<file path="config.mk">
export PLATFORM = sky130hd
export DESIGN_NAME = mem_arbiter
export DESIGN_NICKNAME = d
export VERILOG_FILES = /design/src/rtl/definitions_pkg.sv /design/src/rtl/mem_arbiter.sv
export SDC_FILE = /design/constraint.sdc
export NUM_CORES = 1
export LEC_CHECK = 0
export CAP_MARGIN = 10
export CORE_AREA = 2 2 107 109
export CTS_BUF_LIST = sky130_fd_sc_hd__clkbuf_16
export CTS_CLUSTER_SIZE = 40
export DETAILED_ROUTE_END_ITERATION = 8
export DIE_AREA = 0 0 109 111
export PLACE_DENSITY = 0.65
export SYNTH_ARGS = -nofsm -noshare
export SYNTH_HDL_FRONTEND = slang
export SYNTH_SLANG_ARGS = --single-unit
</file>
<file path="constraint.sdc">
create_clock -name clk_i -period 2.2 [get_ports clk_i]
set_input_delay 0.22 -clock clk_i [delete_from_list [all_inputs] [get_ports clk_i]]
set_output_delay 0.22 -clock clk_i [all_outputs]
set_load 0.01 [all_outputs]
</file>
<file path="src/rtl/definitions_pkg.sv">
// Shared type definitions for the RV32I core memory subsystem.
package definitions_pkg;

    // Which port, if any, is owed read data in the current cycle.
    typedef enum logic [1:0] {
        OWN_NONE = 2'b00,
        OWN_IF   = 2'b01,
        OWN_D    = 2'b10
    } arb_owner_e;

endpackage

</file>
<file path="src/rtl/mem_arbiter.sv">
// Unified-memory arbiter: data-first priority with a fetch starvation bound,
// request forwarding to a single-port memory and one-cycle read-data return.
module mem_arbiter
    import definitions_pkg::*;
#(
    parameter int unsigned ADDR_W     = 32,
    parameter int unsigned DATA_W     = 32,
    parameter int unsigned STARVE_MAX = 4
) (
    input  logic                clk_i,
    input  logic                rst_i,

    input  logic                if_req_i,
    input  logic [ADDR_W-1:0]   if_addr_i,
    output logic                if_gnt_o,
    output logic                if_rvalid_o,
    output logic [DATA_W-1:0]   if_rdata_o,

    input  logic                d_req_i,
    input  logic                d_we_i,
    input  logic [DATA_W/8-1:0] d_be_i,
    input  logic [ADDR_W-1:0]   d_addr_i,
    input  logic [DATA_W-1:0]   d_wdata_i,
    output logic                d_gnt_o,
    output logic                d_rvalid_o,
    output logic [DATA_W-1:0]   d_rdata_o,

    input  logic                mem_ready_i,
    output logic                mem_req_o,
    output logic                mem_we_o,
    output logic [DATA_W/8-1:0] mem_be_o,
    output logic [ADDR_W-1:0]   mem_addr_o,
    output logic [DATA_W-1:0]   mem_wdata_o,
    input  logic [DATA_W-1:0]   mem_rdata_i
);

    localparam int unsigned     CNT_W   = $clog2(STARVE_MAX + 1);
    localparam logic [CNT_W-1:0] CNT_MAX = CNT_W'(STARVE_MAX);

    logic [CNT_W-1:0] starve_cnt_q;
    logic             starve_hit;
    logic             sel_if;
    logic             sel_d;
    arb_owner_e       rd_owner_q;

    assign starve_hit = (starve_cnt_q == CNT_MAX);

    // Winner selection; nothing wins while reset is held.
    always_comb begin
        sel_if = 1'b0;
        sel_d  = 1'b0;
        if (rst_i) begin
            if (d_req_i && !(if_req_i && starve_hit)) begin
                sel_d = 1'b1;
            end else if (if_req_i) begin
                sel_if = 1'b1;
            end
        end
    end

    // Forward the winning request; fetches are full-word reads.
    always_comb begin
        mem_req_o   = sel_if | sel_d;
        mem_we_o    = 1'b0;
        mem_be_o    = '0;
        mem_addr_o  = '0;
        mem_wdata_o = '0;
        if (sel_d) begin
            mem_we_o    = d_we_i;
            mem_be_o    = d_be_i;
            mem_addr_o  = d_addr_i;
            mem_wdata_o = d_wdata_i;
        end else if (sel_if) begin
            mem_be_o    = '1;
            mem_addr_o  = if_addr_i;
        end
    end

    assign if_gnt_o = sel_if & mem_ready_i;
    assign d_gnt_o  = sel_d  & mem_ready_i;

    // Count consecutive data grants that overtook a waiting fetch.
    always_ff @(posedge clk_i or negedge rst_i) begin
        if (!rst_i) begin
            starve_cnt_q <= '0;
        end else if (!if_req_i || if_gnt_o) begin
            starve_cnt_q <= '0;
        end else if (d_gnt_o && !starve_hit) begin
            starve_cnt_q <= starve_cnt_q + CNT_W'(1);
        end
    end

    // Remember who issued the read accepted this cycle; stores return nothing.
    always_ff @(posedge clk_i or negedge rst_i) begin
        if (!rst_i) begin
            rd_owner_q <= OWN_NONE;
        end else if (if_gnt_o) begin
            rd_owner_q <= OWN_IF;
        end else if (d_gnt_o && !d_we_i) begin
            rd_owner_q <= OWN_D;
        end else begin
            rd_owner_q <= OWN_NONE;
        end
    end

    assign if_rvalid_o = (rd_owner_q == OWN_IF);
    assign d_rvalid_o  = (rd_owner_q == OWN_D);
    assign if_rdata_o  = if_rvalid_o ? mem_rdata_i : '0;
    assign d_rdata_o   = d_rvalid_o  ? mem_rdata_i : '0;

endmodule

</file>
==> results.toml <==
[cts]
clk-insertion-delay-late_ns = 0.23
clk_path_buf_depth = 2
holdBufCountCts = 0
cts_tree = "built"
clk_pin_slew_ns = 0.03
clkSinkCount = 5
cts_buffers = 3
h-tree-depth = 1
clock_tree.root_cell = "clkbuf_16"

[routing]
num_vias = 2423
ant_nets = 0
drt-initial-drc-count = 101
drc_errors = 0
vias_per_cell = 3.95
wl_mm = 9.44
drt-wirelength-per-cell_um = 15.4
first_pass_iters = 4

[timing]
finalSetupViolCount = 0
finalHoldViolCount = 0
rsz0062_at_grt = "false"
whs_ns = 0.350
fin_crit_sh = 0.946
finalCriticalPeriod_ns = 2.08
drv_slew = 0
fmax_ghz = 0.481
worstMarginPinSlew_ns = 0.399
skew_ns = 0.00257
relSlewSlack = 0.732

[yosys]
synth_nets = 325
yosysSeqAreaShare = 0.0937
yosys_register_bits = 5
yosysWarnings = 0
syn_inst = 185
syn_area_um2 = 1340
synth_cell_type_count = 24
syn_avg_cell_area_um2 = 7.22

[critical_path]
path_delay_family = "buffers and inverters"
cp_num_buf_inv = 4
critPathSlowestCell = "dfrtp_1"
end_kind = "output port"
r2r_cells = 7
r2r-start = "starve_cnt_q[0]$_DFFE_PN0P_"
cp_data_arrival_time_ns = 1.86
crit_chain = "inv_2 -> ha_4 -> a21boi_2 -> nor3b_4 -> buf_6 -> buf_12 -> a22o_1 -> dlygate4sd2_1"
max_stage_delay_ns = 0.38
reg2reg_slack_ns = 0.58
crit_path_start_kind = "register"
critPathKind = "register to output port"
crit_fanout = 18
critPathRequiredTime_ns = 1.98
r2r_end = "rd_owner_q[1]$_DFF_PN0_"

[global_route]
grt_pass1_vias = 2488
track_usage = 0.147
grt_max_degree = 35
antenna_found_initial = 0
grt_first_pass_wirelength_mm = 13.6
grt-ovfl-total = 0

[run]
drv_cap = 0

[place]
io_buffers = 275
routabilityCongestion = 0.806
hpwl_mm = 7.75

[floorplanning]
core_um2 = 11100
initial_core_util = 0.121
die_w_um = 109
io_pins = 276
rows = 39
die_h_um = 111
die_area_um2 = 12100

[finish]
fillers = 1139
final_common_cell = "clkdlybuf4s50_1"
drive_gt1_frac = 0.100
synthToLayoutAreaGrowth_pct = 230
final_util = 0.398
nets = 611
layout_common_cells = "204 x clkdlybuf4s50_1, 99 x and2_1, 54 x dlygate4sd2_1"
diodes = 0

[power_and_ir_drop]
ir_worst_vdd_v = 0.000174
p_leak_uw = 0.00200
power.total_uw = 992
powerDensity_nw_per_um2 = 225

[worst_hold_path]
min_path_type = "input pin to async pin"

[run_status]
status = "finished clean"
## worst max-delay path by stage
stage                                     start             end  cells past startpoint
floorplan           starve_cnt_q[0]$_DFFE_PN0P_  mem_addr_o[10]                      6
global placement                        d_req_i  mem_addr_o[23]                      7
detailed placement                      d_req_i  mem_addr_o[23]                      7
CTS                 starve_cnt_q[0]$_DFFE_PN0P_   mem_addr_o[8]                      8
global route        starve_cnt_q[0]$_DFFE_PN0P_  mem_addr_o[23]                      8
finish              starve_cnt_q[0]$_DFFE_PN0P_   mem_addr_o[9]                      8
## cells in the mapped netlist (all sizes together)
cell type,count,share of area
inv,4,0.011
and3,1,0.0047
a21oi,4,0.018
nand3,3,0.011
a21boi,1,0.0084
o21a,4,0.022
nor2b,2,0.0094
nand2,2,0.0056
buf,8,0.046
a22o,32,0.21
nor3,1,0.0037
and4b,1,0.0075
nor3b,2,0.020
nor2,2,0.0056
dfrtp,5,0.094
ha,2,0.019
clkbuf,8,0.022
and2,100,0.47
o31ai,1,0.0056
o21ai,2,0.0075
## repair_timing
item                                   in CTS  in global routing
endpoints found under the hold margin       0                  0
buffers inserted                            4                  0
cloned                                      3                  0
pin swaps                                   3                  0
setup endpoints to repair                  71                 16
resized for setup                          96                 16
## state kept, by name (all words and copies together), names as in the netlist
name          count
rd_owner_q        2
starve_cnt_q      3
## power breakdown
group / switching, uW / internal, uW
logic: 203 / 400
registers: 1.08 / 94.5
clock network: 58.1 / 235
## cell families after synthesis
kind of cell               count (synthesis)  share of synthesized area
DFF                                        5                     0.0937
and+or+nand+nor                          114                      0.536
adders and majority gates                  2                     0.0187
AOI/OAI and AO/OA                         44                      0.272
buffers and inverters                     20                     0.0797
## worst reg2reg max path, delay by kind of cell, from the launching register on
kind | cells | cell delay (ns)
AO/OA/AOI/OAI | 1 | 0.18
adder cells (fa/ha/maj) | 1 | 0.17
buffers and inverters | 3 | 0.48
flip-flops | 1 | 0.35
AND/OR/NAND/NOR | 2 | 0.35
## through the flow
step                      cell area [um2]  std cells  worst slack (ns)  setup TNS (ns)
after floorplan                      1340        185             0.508               0
after global placement               4320        602            -0.138           -2.40
after detailed placement             4320        602            -0.167           -5.12
after CTS                            4480        613           0.00535               0
after global routing                 4410        613            0.0197               0
final                                4410        613             0.119               0
## final cells by class
class / instances / area (um2) / share of cell area
tap: 143 / 179 / 0.0406
clock inverter: 1 / 3.75 / 0.000851
clock buffer: 3 / 75.1 / 0.0170
multi-input combinational: 160 / 1130 / 0.255
timing repair buffer: 297 / 2890 / 0.654
inverter: 4 / 15.0 / 0.00341
sequential: 5 / 125 / 0.0284
## per-layer routing
metal  up-vias  wire length, um  global-route usage
li1       1196                -                   -
met1      1057             3400               0.155
met2       168             4960               0.286
met3         2             1060              0.0394
met4         0               29              0.0231
met5         -                0                   0
Note: power is estimated with default switching activity, not from simulation.
